==> src/rtl/frame_deframer.sv <==
// -----------------------------------------------------------------------------
// frame_deframer
//   Receive side of a length-prefixed byte framing. The first byte of each frame
//   is the payload length L, followed by L payload bytes. The length is offered
//   on a single-entry slot (len_*), the payload bytes through a circular FIFO
//   (dout_*). A small 32-bit register port (cfg_*) exposes enable, frame and
//   byte counters and status.
//
//   Optional feature (macro FRAME_DEFRAMER_CHECKSUM_EN): every frame carries one
//   trailing XOR checksum byte, checked in a CHK state; mismatches increment an
//   ERRORS counter and set a sticky STATUS bit. Without the macro there is no
//   trailer, ERRORS and STATUS bit 16 read 0.
//
// Ports
//   CLK, RST_N              clock (rising edge), async active-low reset
//   din_value/en/rdy        incoming stream byte (header, payload, trailer)
//   dout_value/en/rdy       head of the payload FIFO, popped by dout_en
//   len_value/en/rdy        length of the oldest announced frame
//   cfg_address/data_in/op/en, cfg_data_out, cfg_rdy
//                           register port: 0x00 CTRL, 0x01 FRAMES, 0x02 BYTES,
//                           0x03 STATUS, 0x04 ERRORS
// -----------------------------------------------------------------------------
module frame_deframer #(
    parameter int DEPTH = 16,
    parameter int AW    = 4
) (
    input  logic        CLK,
    input  logic        RST_N,
    input  logic [7:0]  din_value,
    input  logic        din_en,
    output logic        din_rdy,
    input  logic        dout_en,
    output logic [7:0]  dout_value,
    output logic        dout_rdy,
    input  logic        len_en,
    output logic [7:0]  len_value,
    output logic        len_rdy,
    input  logic [7:0]  cfg_address,
    input  logic [31:0] cfg_data_in,
    input  logic        cfg_op,
    input  logic        cfg_en,
    output logic [31:0] cfg_data_out,
    output logic        cfg_rdy
);

`ifdef FRAME_DEFRAMER_CHECKSUM_EN
    typedef enum logic [1:0] {ST_IDLE = 2'd0, ST_PAYLOAD = 2'd1, ST_CHK = 2'd2} state_t;
    // After the last payload byte the trailer is still owed.
    localparam state_t ST_AFTER = ST_CHK;
`else
    typedef enum logic [1:0] {ST_IDLE = 2'd0, ST_PAYLOAD = 2'd1} state_t;
    localparam state_t ST_AFTER = ST_IDLE;
`endif

    state_t          state_q, state_d;
    logic [7:0]      rem_q, rem_d;
    logic [7:0]      len_q, len_d;
    logic            len_full_q, len_full_d;
    logic            enable_q, enable_d;
    logic [31:0]     frames_q, frames_d;
    logic [31:0]     bytes_q, bytes_d;
    logic [AW-1:0]   wptr_q, wptr_d;
    logic [AW-1:0]   rptr_q, rptr_d;
    logic [AW:0]     count_q, count_d;
    logic [7:0]      mem_q [DEPTH];
`ifdef FRAME_DEFRAMER_CHECKSUM_EN
    logic [7:0]      xor_q, xor_d;
    logic [31:0]     errors_q, errors_d;
    logic            err_sticky_q, err_sticky_d;
`endif

    logic            din_fire;
    logic            push;
    logic            pop;
    logic            cfg_wr;
    logic            fifo_full;
    logic            fifo_empty;
    logic [31:0]     status_w;
    logic            unused_cfg_bits;

    // Only a few write-data bits are meaningful; fold the rest away.
    assign unused_cfg_bits = ^cfg_data_in[31:1];

    // DEPTH is a power of two, so the count MSB alone marks "full".
    assign fifo_full  = count_q[AW];
    assign fifo_empty = (count_q == '0);

    assign cfg_rdy    = RST_N;
    assign dout_rdy   = ~fifo_empty;
    assign dout_value = fifo_empty ? 8'h00 : mem_q[rptr_q];
    assign len_rdy    = len_full_q;
    assign len_value  = len_q;

    always_comb begin
        din_rdy = 1'b0;
        if (RST_N) begin
            unique case (state_q)
                ST_IDLE:    din_rdy = enable_q & ~len_full_q;
                // The enable bit is not consulted here: a started frame always completes.
                ST_PAYLOAD: din_rdy = ~fifo_full;
`ifdef FRAME_DEFRAMER_CHECKSUM_EN
                ST_CHK:     din_rdy = 1'b1;
`endif
                default:    din_rdy = 1'b0;
            endcase
        end
    end

    assign din_fire = din_en & din_rdy;
    assign push     = din_fire & (state_q == ST_PAYLOAD);
    assign pop      = dout_en & dout_rdy;
    assign cfg_wr   = cfg_en & cfg_op & RST_N;

    // Next-state logic: FSM, length slot, FIFO pointers, counters, cfg writes.
    always_comb begin
        state_d    = state_q;
        rem_d      = rem_q;
        len_d      = len_q;
        len_full_d = len_full_q;
        enable_d   = enable_q;
        frames_d   = frames_q;
        bytes_d    = bytes_q;
        wptr_d     = push ? wptr_q + 1'b1 : wptr_q;
        rptr_d     = pop  ? rptr_q + 1'b1 : rptr_q;
`ifdef FRAME_DEFRAMER_CHECKSUM_EN
        xor_d        = xor_q;
        errors_d     = errors_q;
        err_sticky_d = err_sticky_q;
`endif

        unique case ({push, pop})
            2'b10:   count_d = count_q + 1'b1;
            2'b01:   count_d = count_q - 1'b1;
            default: count_d = count_q;
        endcase

        // A header can never coincide with a slot pop: din_rdy is low while full.
        if (len_en && len_full_q) begin
            len_full_d = 1'b0;
        end

        unique case (state_q)
            ST_IDLE: begin
                if (din_fire) begin
                    len_d      = din_value;
                    len_full_d = 1'b1;
                    rem_d      = din_value;
                    frames_d   = frames_q + 32'd1;
`ifdef FRAME_DEFRAMER_CHECKSUM_EN
                    xor_d      = 8'h00;
`endif
                    state_d    = (din_value == 8'h00) ? ST_AFTER : ST_PAYLOAD;
                end
            end
            ST_PAYLOAD: begin
                if (din_fire) begin
                    rem_d   = rem_q - 8'd1;
                    bytes_d = bytes_q + 32'd1;
`ifdef FRAME_DEFRAMER_CHECKSUM_EN
                    xor_d   = xor_q ^ din_value;
`endif
                    if (rem_q == 8'd1) begin
                        state_d = ST_AFTER;
                    end
                end
            end
`ifdef FRAME_DEFRAMER_CHECKSUM_EN
            ST_CHK: begin
                // Trailer byte is only compared, never buffered.
                if (din_fire) begin
                    if (din_value != xor_q) begin
                        errors_d     = errors_q + 32'd1;
                        err_sticky_d = 1'b1;
                    end
                    state_d = ST_IDLE;
                end
            end
`endif
            default: state_d = ST_IDLE;
        endcase

        // Register writes come last so that a clear beats a same-cycle increment.
        if (cfg_wr) begin
            unique case (cfg_address)
                8'h00: enable_d = cfg_data_in[0];
                8'h01: frames_d = 32'd0;
                8'h02: bytes_d  = 32'd0;
`ifdef FRAME_DEFRAMER_CHECKSUM_EN
                8'h03: if (cfg_data_in[16]) err_sticky_d = 1'b0;
                8'h04: errors_d = 32'd0;
`endif
                default: ;
            endcase
        end
    end

    // Register read path, purely combinational from the address.
    always_comb begin
        status_w        = '0;
        status_w[AW:0]  = count_q;
        status_w[9:8]   = state_q;
        status_w[12]    = len_full_q;
`ifdef FRAME_DEFRAMER_CHECKSUM_EN
        status_w[16]    = err_sticky_q;
`endif
        cfg_data_out = '0;
        if (RST_N && !cfg_op) begin
            unique case (cfg_address)
                8'h00:   cfg_data_out = {31'd0, enable_q};
                8'h01:   cfg_data_out = frames_q;
                8'h02:   cfg_data_out = bytes_q;
                8'h03:   cfg_data_out = status_w;
`ifdef FRAME_DEFRAMER_CHECKSUM_EN
                8'h04:   cfg_data_out = errors_q;
`endif
                default: cfg_data_out = '0;
            endcase
        end
    end

    always_ff @(posedge CLK or negedge RST_N) begin
        if (!RST_N) begin
            state_q    <= ST_IDLE;
            rem_q      <= 8'd0;
            len_q      <= 8'd0;
            len_full_q <= 1'b0;
            enable_q   <= 1'b1;
            frames_q   <= 32'd0;
            bytes_q    <= 32'd0;
            wptr_q     <= '0;
            rptr_q     <= '0;
            count_q    <= '0;
`ifdef FRAME_DEFRAMER_CHECKSUM_EN
            xor_q        <= 8'h00;
            errors_q     <= 32'd0;
            err_sticky_q <= 1'b0;
`endif
        end else begin
            state_q    <= state_d;
            rem_q      <= rem_d;
            len_q      <= len_d;
            len_full_q <= len_full_d;
            enable_q   <= enable_d;
            frames_q   <= frames_d;
            bytes_q    <= bytes_d;
            wptr_q     <= wptr_d;
            rptr_q     <= rptr_d;
            count_q    <= count_d;
`ifdef FRAME_DEFRAMER_CHECKSUM_EN
            xor_q        <= xor_d;
            errors_q     <= errors_d;
            err_sticky_q <= err_sticky_d;
`endif
        end
    end

    // Payload storage: no reset needed, occupancy is tracked by count_q.
    always_ff @(posedge CLK) begin
        if (push) begin
            mem_q[wptr_q] <= din_value;
        end
    end

endmodule

==> config.mk <==
export PLATFORM = sky130hd
export DESIGN_NAME = frame_deframer
export DESIGN_NICKNAME = d
export VERILOG_FILES = /design/src/rtl/frame_deframer.sv
export SDC_FILE = /design/constraint.sdc
export NUM_CORES = 1
export LEC_CHECK = 0
export ABC_AREA = 1
export CAP_MARGIN = 20
export CORE_ASPECT_RATIO = 0.8
export CORE_MARGIN = 8
export CORE_UTILIZATION = 65
export DETAILED_ROUTE_END_ITERATION = 6
export DONT_BUFFER_PORTS = 1
export GPL_TIMING_DRIVEN = 1
export PLACE_DENSITY = 0.85
export SYNTH_ARGS = -nofsm -noshare
export SYNTH_HDL_FRONTEND = slang
export SYNTH_SLANG_ARGS = --single-unit
==> constraint.sdc <==
create_clock -name CLK -period 7.5 [get_ports CLK]
set_input_delay 1.5 -clock CLK [delete_from_list [all_inputs] [get_ports CLK]]
set_output_delay 1.5 -clock CLK [all_outputs]
set_load 0.005 [all_outputs]
Word level (Yosys, flattened, before mapping)
Memory sizes are Yosys's and may differ from the RTL's.
Cells that the tools add are included.
{ "totals": {"register_bits": 97, "mem_bits_rw": 128, "inputBits": 55, "output_inout_bits": 52, "elab_cells": 77, "n_memories": 1} }
{ "op_classes": {"add_sub_neg": 7, "n_eq_ne": 10, "n_mux": 27, "bitwise_logic": 9, "reduce_logical": 13} }
{ "mem_list": {"columns": ["name", "words", "word_bits", "read_ports", "rd_ports_with_merged_regs", "write_ports", "line", "source"], "rows": [
  ["mem_q", 16, 8, 1, 0, 1, "65", "logic [7:0] mem_q [DEPTH];"]
]} }
{ "op_table": {"columns": ["operator", "count"], "rows": [
  ["$mux 32", 9],
  ["$pmux 32 s4", 1],
  ["$add 32x1->32 const B", 2],
  ["$mux 8", 3],
  ["$eq 8x1->1 const B", 2],
  ["$eq 8x2->1 const B", 2],
  ["$logic_not 8->1", 2],
  ["$pmux 8 s2", 1],
  ["$pmux 5 s2", 1],
  ["$add 4x1->4 const B", 2],
  ["$sub 8x1->8 const B", 1],
  ["$mux 1", 7],
  ["$and 1x1->1", 6],
  ["$mux 2", 3],
  ["$reduce_and 3->1", 2],
  ["$add 5x1->5 const B", 1],
  ["$logic_not 5->1", 1],
  ["$sub 5x1->5 const B", 1],
  ["$eq 2x1->1 const B", 2],
  ["$ne 2x2->1 const B", 2],
  ["$pmux 2 s2", 1],
  ["$reduce_and 2->1", 2],
  ["$reduce_bool 2->1", 2],
  ["$not 1->1", 3],
  ["6 further kinds", 7]
]} }

Longest topological paths before layout
{ "depth": {"ltp_word": 9, "mapped_depth": 16, "ltp_nobuf": 15} }

Least setup slack after synthesis
OpenSTA, ideal clock, no wires.
{ "synth_path": {"path_kind": "in2out", "start": "input port cfg_address[7]", "end": "output port cfg_data_out[0]", "arrival_time_ps": 2446, "required_ps": 6000, "path_slack_ps": 3554, "path_stages": 8, "path_buffers": 1, "cell_sequence": "nor2_1 > nand3_1 > inv_2 > buf_1 > nand3_1 > o21ai_0 > nor2_1 > nor2_1"} }
{ "synth_between": {"elab_chain_cells": 3, "word_cells_on_any_way": 6, "cone_classes": "eq/ne (3); mux (2); reduce/logical (1)"} }
{ "synth_lines": {"columns": ["element", "line", "source"], "rows": [
  ["start, declared", "38", "input logic [7:0] cfg_address,"],
  ["$eq 8x2->1 (tied with other cells)", "208", "unique case (cfg_address)"],
  ["$pmux 32 s4 *", "208", null],
  ["$mux 32 *", "207", "if (RST_N && !cfg_op) begin"],
  ["end, declared", "42", "output logic [31:0] cfg_data_out,"]
]} }
Mark *: on every way between the ends. The rest lies on a longest branch, timed or not.

Worst setup path after layout
{ "layout_path": {"start": "input port cfg_address[7]", "end": "output port cfg_data_out[1]"} }
Same word-level chain as after synthesis.

==> reports/metrics.csv <==
stage,metric,value,unit
outcome,run status,finished clean,
synthesis,multiplexer share of the synthesized area,0,
pwr,Seq pwr share,0.425,
pwr,Switching Fraction,0.364,
sta,Slew Limit Fails,0,
worst_setup_path,worst setup path class,input port to primary output,
place,Placed Area,11500,sq um
sta,skew final,0.0179,ns
synthesis,cell area after synthesis,11400,sq um
place,dpl cells,1515,
worst_hold_path,hold path depth,2,
floorplanning,I/O Pins,107,
pwr,Logic pwr share,0.296,
floorplanning,Die Span X,164,microns
worst_setup_path,Critical Path Start Type,input port,
synthesis,post-synthesis adder-cell area fraction,0.0132,
layout,share of cells above drive strength 1,0.0517,
synthesis,"flops & latches, synth",224,
pwr,leakage,5.24,nW
grt,largest net degree at the start of global routing,101,
worst_setup_path,"Critical Path, Cell by Cell",nor2_1 > nand3_1 > inv_2 > nand2_1 > inv_1 > o21ai_0 > inv_1,
route,met2 routed WL,12600,microns
floorplanning,Die Area,22100,sq um
pwr,Max IR drop VDD,0.211,mV
cts,CTS HTree Levels,1,
grt,grt total ovfl,0,
sta,Worst Tran Pin Value,1.04,ns
route,Initial DRC Count,1212,
pwr,Clock Power Share,0.279,
layout,post-route cell area,12200,sq um
synthesis,largest family of logic cells by synthesized area,simple AND/OR/NAND/NOR gates,
floorplanning,die span in y,134,microns
worst_setup_path,WP buf/inv,3,
cts,CTS sink cnt,224,
synthesis,Synth Flop Type,edfxtp_1,
grt,vias in the first global route,8560,
sta,fmax,0.199,GHz
route,Max Used Layer,met4,
route,DR vias/cell,5.99,
worst_setup_path,Worst setup EP type,primary output,
layout,Fillers,1252,
worst_setup_path,worst reg2reg path depth,5,
worst_setup_path,Critical Path Slowest Stage Cell,nand2_1,
route,Routed met3 length,3520,microns
sta,Min Hold Slack,0.506,ns
cts,number of setup buffers added after CTS,0,
cts,CTS clock-pin slew for the worst setup and hold paths,0.06,ns
cts,Post-CTS Resized,0,
floorplanning,Initial Util,0.660,
layout,ANT cells,0,
route,Routed met1 length,12300,microns
synthesis,Mapped Avg Cell Area,8.53,sq um
synthesis,XOR/XNOR share of the synthesized area,0.0231,
cts,clk_lat worst skew,0.51,ns
grt,initial antenna violation count,0,
synthesis,compound-gate portion of the synthesized area,0.0508,
synthesis,Post-synth EDFFs,128,
synthesis,Post-Synth Simple-Gate Area,0.303,
synthesis,"count leader, synth",nand2_1,
layout,footprint of the multi-input gates,4450,sq um
worst_setup_path,crit-path max cell delay,0.64,ns
worst_setup_path,crit-path most repeated cell,inv_1,
route,Initial DRT Pass Iterations,6,
worst_setup_path,WP depth,7,
route,DR vias,9348,
layout,Finished Layout Cells,1560,
floorplanning,Core Rows,43,
layout,Layout Nets,1386,
cts,Post-CTS Hold Buffers,0,
floorplanning,core area,17300,sq um
worst_setup_path,Worst EP required,6.00,ns
cts,Longest Clk Path Bufs,3,
run,max cap viols,0,
worst_setup_path,worst-path maximum fanout,36,
sta,Setup Viol. Count Final,0,
worst_setup_path,Crit path arrival time,3.52,ns
sta,Final period util,0.669,
worst_setup_path,CP top delay family,simple AND/OR/NAND/NOR gates,
grt,global-route wire length before repair,45400,microns
place,I/O Buffers,0,
synthesis,top post-synthesis cells by area,"edfxtp_1 34%, dfrtp_1 21%, nand2_1 12%, nand3_1 8.7%, nor2_1 5.5%",
pwr,Power Density,306,nW/um^2
cts,CTS tree,done,
place,GPL Wtd Cong,0.951,
route,DRC,0,
pwr,Pwr Total,0.00374,W
route,Routed WL per cell,18.6,microns
layout,synthesis-to-finish area growth,6.99,%
cts,CTS root buffer,clkbuf_16,
sta,Final min period,5.02,ns
sta,Hold Fails Final Rpt,0,
synthesis,area share of the leading cell type in the synthesized netlist,0.337,
synthesis,Post-synth ARST share,0.429,
place,placed wire-length estimate,19200,microns
layout,register area,6250,sq um
sta,worst rel slew slack,0.298,
route,final wirelength,29000,microns
sta,RSZ-0062 raised after global routing,false,
pwr,Int Power,0.00238,W
route,antenna-violating nets left,0,
synthesis,Post-Synthesis Cells,1336,
synthesis,Synth cell types,38,
grt,GRT Total Usage,0.260,
pwr,P_sw,0.00136,W
synthesis,YS warnings,0,
synthesis,Commonest cells post-synth,"371 x nand2_1, 199 x nand3_1, 166 x nor2_1",
cts,CTS buffer count,23,
synthesis,largest area contributor in the netlist,edfxtp_1,
worst_hold_path,Tightest Hold Check Type,flop to flop,
sta,setup_tns,0,ns
synthesis,Post-Synthesis Net Count,1403,
synthesis,post-synthesis sequential area ratio,0.548,
routing by layer:
layer	vias up	GRT usage
met1	4354	0.394
li1	4375	-
met4	0	0.0665
met3	70	0.0478
met2	549	0.378
met5	-	0
power groups by stage:
stage	combinational, W	sequential (W)	clock [W]
2_1_floorplan	0.000823	0.00155	0
3_3_place_gp	0.000997	0.00160	0
3_5_place_dp	0.00104	0.00160	0
4_1_cts	0.00106	0.00158	0.00105
5_1_grt	0.00123	0.00160	0.00110
6_report	0.00111	0.00159	0.00104
worst register-to-register path, stage by stage, from the launching register on:
cell     delay, ns
dfrtp_1       0.46
inv_1         0.18
nand4_4       0.40
inv_2         0.56
nand2_1       0.23
nor2_1        0.71
per-stage QoR:
step	setup slack [ns]	utilization
floorplan	3.55	-
global placement	2.53	0.663
detailed placement	2.49	0.663
CTS	2.48	0.703
global route	2.34	0.706
finish	2.48	0.706
layout by cell type, fill, tap and decap left out, drive strengths merged, types with 2 or more instances in the layout:
master / instances
o211ai: 6
nor3b: 2
nand2: 373
nor3: 23
ha: 12
nand4: 15
nor2: 179
buf: 7
a21oi: 56
xnor2: 7
o21ai: 25
xor2: 23
o22ai: 6
clkbuf: 27
inv: 119
a31oi: 8
clkinv: 15
edfxtp: 128
nand3: 202
dfrtp: 95
logic make-up (layout without fill, tap and decap cells):
kind of cell               after synthesis  in the layout
and+or+nand+nor                        795            795
DFF                                    224            224
buffers and inverters                  170            169
AOI/OAI and AO/OA                      105            105
xor gates and xnor gates                30             30
adders and majority gates               12             12
sequential cells by signal, indices dropped and copies added (netlist names):
name       count
wptr_q         4
len_rdy        1
mem_q        128
enable_q       1
rptr_q         4
frames_q      32
rem_q          8
count_q        5
state_q        1
len_value      8
bytes_q       32
final timing paths:
path,start,end,slack (ns)
min in group asynchronous,RST_N,frames_q[17],0.69
max in group asynchronous,RST_N,enable_q,6.59
setup / recovery,cfg_address[7],cfg_data_out[1],2.48
setup reg to reg,count_q[4],mem_q[8][2],4.60
hold reg to reg,enable_q,enable_q,0.51
hold / removal,enable_q,enable_q,0.51
cell type report:
cell class              count  area share
well taps                 225      0.0231
clock inverters            15     0.00759
clock buffers              26      0.0481
inverters                 120      0.0369
multi-input cells         942       0.365
repair buffers              8     0.00739
flip-flops and latches    224       0.512
No activity file was read; power rests on OpenSTA's default activity.
